**src/rtl/keypad_emulator.sv**
```systemverilog
`default_nettype none
// ============================================================================
// Module      : keypad_emulator
// Description : Emulates one key of a 4x4 matrix keypad being pressed.
//               A request plays a bounce / hold / bounce contact pattern.
//               While the contact is closed, the key's row line is pulled low
//               whenever the scanner drives the key's column low.
// Revision    : 1.0 - initial release
// ============================================================================
module keypad_emulator #(
  parameter int HOLD_W = 6
) (
  input  logic              clk,
  input  logic              rst_n,
  input  logic [3:0]        col,
  output logic [3:0]        row,
  input  logic              req,
  input  logic [3:0]        req_key,
  input  logic [HOLD_W-1:0] hold_ms,
  input  logic [2:0]        bounce_ms,
  output logic              busy,
  output logic              done,
  output logic              err
);

  // The counter must span both the hold time and the 3-bit bounce time.
  localparam int CNT_W = (HOLD_W > 3) ? HOLD_W : 3;

  localparam logic [2:0] IDLE  = 3'd0;
  localparam logic [2:0] B_IN  = 3'd1;
  localparam logic [2:0] HOLD  = 3'd2;
  localparam logic [2:0] B_OUT = 3'd3;
  localparam logic [2:0] DONE  = 3'd4;

  logic [2:0]        state;
  logic [CNT_W-1:0]  cnt;
  logic [3:0]        key_q;
  logic [HOLD_W-1:0] hold_q;
  logic [2:0]        bounce_q;

  logic              key_valid;
  logic              hold_last;
  logic              bounce_last;
  logic              contact;
  logic [1:0]        col_bit;
  logic [1:0]        row_bit;

  assign key_valid   = (req_key <= 4'd12);
  assign hold_last   = (hold_q == '0) || (cnt == CNT_W'(hold_q) - CNT_W'(1));
  assign bounce_last = (cnt == CNT_W'(bounce_q) - CNT_W'(1));

  // Sequence FSM: latches the request, then times each contact phase.
  always_ff @(posedge clk or negedge rst_n) begin
    if (!rst_n) begin
      state    <= IDLE;
      cnt      <= '0;
      key_q    <= '0;
      hold_q   <= '0;
      bounce_q <= '0;
      err      <= 1'b0;
    end else begin
      err <= 1'b0;
      case (state)
        IDLE: begin
          cnt <= '0;
          if (req) begin
            key_q    <= req_key;
            hold_q   <= hold_ms;
            bounce_q <= bounce_ms;
            if (!key_valid) begin
              err <= 1'b1;
            end else if (bounce_ms != 3'd0) begin
              state <= B_IN;
            end else begin
              state <= HOLD;
            end
          end
        end
        B_IN: begin
          if (bounce_last) begin
            state <= HOLD;
            cnt   <= '0;
          end else begin
            cnt <= cnt + CNT_W'(1);
          end
        end
        HOLD: begin
          if (hold_last) begin
            state <= (bounce_q != 3'd0) ? B_OUT : DONE;
            cnt   <= '0;
          end else begin
            cnt <= cnt + CNT_W'(1);
          end
        end
        B_OUT: begin
          if (bounce_last) begin
            state <= DONE;
            cnt   <= '0;
          end else begin
            cnt <= cnt + CNT_W'(1);
          end
        end
        DONE: begin
          state <= IDLE;
          cnt   <= '0;
        end
        default: begin
          state <= IDLE;
          cnt   <= '0;
        end
      endcase
    end
  end

  // Contact pattern: press bounce starts closed, release bounce starts open.
  always_comb begin
    contact = 1'b0;
    case (state)
      B_IN:    contact = ~cnt[0];
      HOLD:    contact = 1'b1;
      B_OUT:   contact = cnt[0];
      default: contact = 1'b0;
    endcase
  end

  // Key code to matrix position (column bit that must be low, row bit pulled).
  always_comb begin
    col_bit = 2'd0;
    row_bit = 2'd0;
    case (key_q)
      4'd1:    begin col_bit = 2'd3; row_bit = 2'd3; end
      4'd2:    begin col_bit = 2'd2; row_bit = 2'd3; end
      4'd3:    begin col_bit = 2'd1; row_bit = 2'd3; end
      4'd4:    begin col_bit = 2'd0; row_bit = 2'd3; end
      4'd5:    begin col_bit = 2'd3; row_bit = 2'd2; end
      4'd6:    begin col_bit = 2'd2; row_bit = 2'd2; end
      4'd7:    begin col_bit = 2'd1; row_bit = 2'd2; end
      4'd8:    begin col_bit = 2'd0; row_bit = 2'd2; end
      4'd9:    begin col_bit = 2'd3; row_bit = 2'd1; end
      4'd0:    begin col_bit = 2'd2; row_bit = 2'd1; end
      4'd10:   begin col_bit = 2'd3; row_bit = 2'd0; end
      4'd11:   begin col_bit = 2'd2; row_bit = 2'd0; end
      4'd12:   begin col_bit = 2'd1; row_bit = 2'd0; end
      default: begin col_bit = 2'd0; row_bit = 2'd0; end
    endcase
  end

  // Row lines follow the column drive immediately while the contact is closed.
  always_comb begin
    row = 4'b1111;
    if (contact && !col[col_bit]) begin
      row[row_bit] = 1'b0;
    end
  end

  assign busy = (state != IDLE);
  assign done = (state == DONE);

endmodule
`default_nettype wire

```
**config.mk**
```make
export PLATFORM = sky130hd
export DESIGN_NAME = keypad_emulator
export DESIGN_NICKNAME = d
export VERILOG_FILES = /design/src/rtl/keypad_emulator.sv
export SDC_FILE = /design/constraint.sdc
export NUM_CORES = 1
export LEC_CHECK = 0
export CORE_UTILIZATION = 62
export DETAILED_ROUTE_END_ITERATION = 6
export DONT_BUFFER_PORTS = 1
export PLACE_DENSITY = 0.78
export REMOVE_ABC_BUFFERS = 1
export SLEW_MARGIN = 10
export SYNTH_ARGS = -nofsm -noshare
export SYNTH_HDL_FRONTEND = slang
export SYNTH_SLANG_ARGS = --single-unit
```
**constraint.sdc**
```tcl
create_clock -name clk -period 3.4 [get_ports clk]
set_input_delay 0.68 -clock clk [delete_from_list [all_inputs] [get_ports clk]]
set_output_delay 0.68 -clock clk [all_outputs]
set_load 0.005 [all_outputs]
```
==> impl_summary.log <==
INFO  metric synth_area_per_cell = 9.045 um2
INFO  metric crit_family = compound AO/OA/AOI/OAI gates
INFO  metric hold_buffers = 0
INFO  metric synth_seq_area_share = 38.33%
INFO  metric post_cts.repair.setup_buffers = 0
INFO  metric reg2reg_slack = 1.07 ns
INFO  metric vias_per_cell = 5.984
INFO  metric cts.root.buffer_cell = sky130_fd_sc_hd__clkbuf_4
INFO  metric slowest_delay = 0.41 ns
INFO  metric grt_overflow = 0
INFO  metric post-route-min-period = 3.252 ns
INFO  metric grt_first_pass_wirelength = 4912 um
INFO  metric fmax = 0.3075 GHz
INFO  metric sequential_cell_area = 575.6 um2
INFO  metric critPathCaptureType = primary output
INFO  metric path_buf_inv = 1
INFO  metric timing.critical_path.cells = inv_1 -> ha_1 -> mux2_4 -> o211a_1 -> a211o_1 -> a211o_1 -> or3_1
INFO  metric cp-start-kind = flop
INFO  metric worst_skew_pair.late_latency = 0.31 ns
INFO  metric final_hold_viol_count = 0
INFO  metric worstReg2RegStart = hold_q[0]
INFO  metric drt_iter0_drc = 38
INFO  metric cts_resized = 0
INFO  metric tritoncts.num_buffers = 3
INFO  metric final.setup_skew = 0.008582 ns
INFO  metric num_antenna_cells = 0
INFO  metric r2r_cells = 7
INFO  metric max-vdd-ir-drop = 0.6936 mV
INFO  metric total_leakage_power = 0.6812 nW
INFO  metric fin_hold_ws = 0.04653 ns
INFO  metric multi_input_comb_area = 844.6 um2
INFO  metric worst_hold_path_type = input pin to async pin
INFO  metric powerDensity = 954.7 mW/mm2
INFO  metric grt_setup_unrepaired = false
INFO  metric initial_core_util = 66.59%
INFO  metric num-nets-final = 194
INFO  metric worst_pin_slew = 0.9099 ns
INFO  metric timing.final.max_slew_violations = 0
INFO  metric post_synth_main_area_contributors = sky130_fd_sc_hd__dfrtp_1, sky130_fd_sc_hd__ha_1, sky130_fd_sc_hd__xnor2_1, sky130_fd_sc_hd__o21ai_0, sky130_fd_sc_hd__xor2_1
INFO  metric clock_sink_total = 23
INFO  metric synth_cells = 166
INFO  metric critical_path_arrival = 2.57 ns
INFO  metric place_congestion = 0.8036
INFO  metric timing_worst_setup_path_type = flop to primary output
INFO  metric yosys_register_bits = 23
INFO  metric core-area = 0.002255 mm2
INFO  metric tns = 0 ns
INFO  metric postLayoutSetupSlackWorst = 0.1481 ns
INFO  metric drtAntennaViolNets = 0
INFO  metric boundaryPins = 27
INFO  metric final.fill_count = 185
INFO  metric drt-pass1-iter-count = 4
INFO  metric synth.yosys.warnings = 0
INFO  metric post-route-period-util = 95.64%
INFO  metric run_status = completed
INFO  metric slew_headroom = 39.12%
INFO  metric die-height = 51.21 um
INFO  metric post-synth-top-area-fraction = 38.33%
INFO  metric synthesis.area = 0.001501 mm2
INFO  metric detail_route.drc_violations = 0
INFO  metric synth.largest_area_cell = sky130_fd_sc_hd__dfrtp_1
INFO  metric slowest_stage = sky130_fd_sc_hd__dfrtp_1
INFO  metric most-common-layout-cells = sky130_fd_sc_hd__dfrtp_1, sky130_fd_sc_hd__nor2_1, sky130_fd_sc_hd__inv_1, sky130_fd_sc_hd__o21ai_0, sky130_fd_sc_hd__nand2_1
INFO  metric gr-usage-all-layers = 25.97%
INFO  metric timing.final.setup_violations = 0
INFO  metric placementRows = 17
INFO  metric post_drt_wl_per_cell = 15.35 um
INFO  metric placed_cell_area = 0.001511 mm2
INFO  metric cts-htree-levels = 1
INFO  metric synth.distinct_cells = 39
INFO  metric floorplan.die_area = 0.002622 mm2
INFO  metric layout.cells.most_common = sky130_fd_sc_hd__dfrtp_1
INFO  metric cts.reportedPaths.clkPinSlew = 0.12 ns
INFO  metric post_route_cells_drive_above_1_share = 6.667%
INFO  metric grt_antenna_before_repair = 0
INFO  metric cts-root-to-sink-buffers = 2
INFO  metric tritoncts = built
INFO  metric die_width = 51.21 um
INFO  metric worst-endpoint-required = 2.72 ns
INFO  metric placement.setup.worst_slack = 0.4846 ns
INFO  metric count_of_maximum_capacitance_violations = 0
INFO  metric place.port_buffers = 0
INFO  metric syn2layout_area_growth = 2.416%
INFO  metric routed_wirelength = 2962 um
INFO  metric r2r-end = state[1]
INFO  metric dp.final_hpwl = 2344 um
INFO  metric first_global_vias = 1121
INFO  metric path_max_fanout = 9
INFO  metric finish.instance_area = 0.001538 mm2
INFO  metric worst_path_most_repeated_cell = sky130_fd_sc_hd__a211o_1
INFO  metric vias = 1155
INFO  metric maximum_number_of_pins_on_one_net_before_global_route_repair = 24
## Yosys cell counts (all sizes together)
| cell type | n |
|---|---|
| o211ai | 4 |
| and3 | 1 |
| nand3b | 1 |
| nor4b | 1 |
| nor3 | 8 |
| nand2b | 2 |
| a31oi | 2 |
| o311ai | 1 |
| xor2 | 7 |
| mux2i | 2 |
| o211a | 2 |
| or3b | 1 |
| xnor2 | 8 |
| o21a | 1 |
| a21oi | 8 |
| dfrtp | 23 |
| mux2 | 6 |
| nor4bb | 1 |
| o21bai | 1 |
| a311o | 1 |
| o21ai | 13 |
| nor2 | 14 |
| inv | 13 |
| or2 | 1 |
| a211o | 2 |
| nor2b | 4 |
| o31ai | 1 |
| ha | 8 |
| nor3b | 1 |
| buf | 3 |
| or3 | 4 |
| nand3 | 3 |
| a311oi | 1 |
| and3b | 1 |
| nand2 | 13 |
| clkbuf | 3 |
## state kept, by name, summed over array words and instances (netlist names)
signal / flops
state: 3
err: 1
cnt: 6
key_q: 4
bounce_q: 3
hold_q: 6
## worst max-delay path by stage
| stage | to | slack (ns) | depth (start not counted) | from |
|---|---|---|---|---|
| 2_1_floorplan | row[0] | 0.66 | 7 | key_q[0] |
| 3_3_place_gp | row[0] | 0.60 | 7 | key_q[0] |
| 3_5_place_dp | row[1] | 0.48 | 7 | key_q[0] |
| 4_1_cts | row[1] | 0.14 | 7 | key_q[0] |
| 5_1_grt | row[0] | 0.03 | 7 | key_q[0] |
| 6_report | row[1] | 0.15 | 7 | key_q[0] |
## where the power goes
group | internal [W] | switching (W) | total [W]
registers | 0.000384 | 0.000153 | 0.000536
clock network | 0.0000457 | 0.0000781 | 0.000124
logic | 0.000390 | 0.000418 | 0.000808
total | 0.000819 | 0.000649 | 0.00147
## cell families (layout without fill, tap and decap cells)
group / Yosys count / after routing / synth area share, %
simple gates: 56 / 56 / 18.83
flops: 23 / 23 / 38.33
buf+inv: 19 / 18 / 5.417
fa+ha+maj: 8 / 8 / 6.667
compound gates: 37 / 37 / 15.67
xor+xnor: 15 / 15 / 8.750
mux: 8 / 8 / 6.333
## per-layer routing
layer,GRT usage [%],up-vias,wire length [um]
met5,0,-,0
met4,13.06,0,95
met3,4.167,8,129
met2,44.52,35,1500
met1,31.41,537,1237
li1,-,575,-
## metrics by stage
stage | std cells | util [%] | total power, W
global route | 193 | 68.20 | 0.001603
CTS | 193 | 68.20 | 0.001466
finish | 193 | 68.20 | 0.001468
detailed placement | 189 | 67.04 | 0.001341
global placement | 189 | 67.04 | 0.001284
floorplan | 160 | - | 0.001160
## layout make-up
class | instances | share of cell area (%)
Clock buffer | 4 | 1.709
Inverter | 13 | 3.173
Tap cell | 28 | 2.278
Multi-Input combinational cell | 124 | 54.92
Sequential cell | 23 | 37.43
Timing Repair Buffer | 1 | 0.4882
Note: power is estimated with default switching activity, not from simulation.
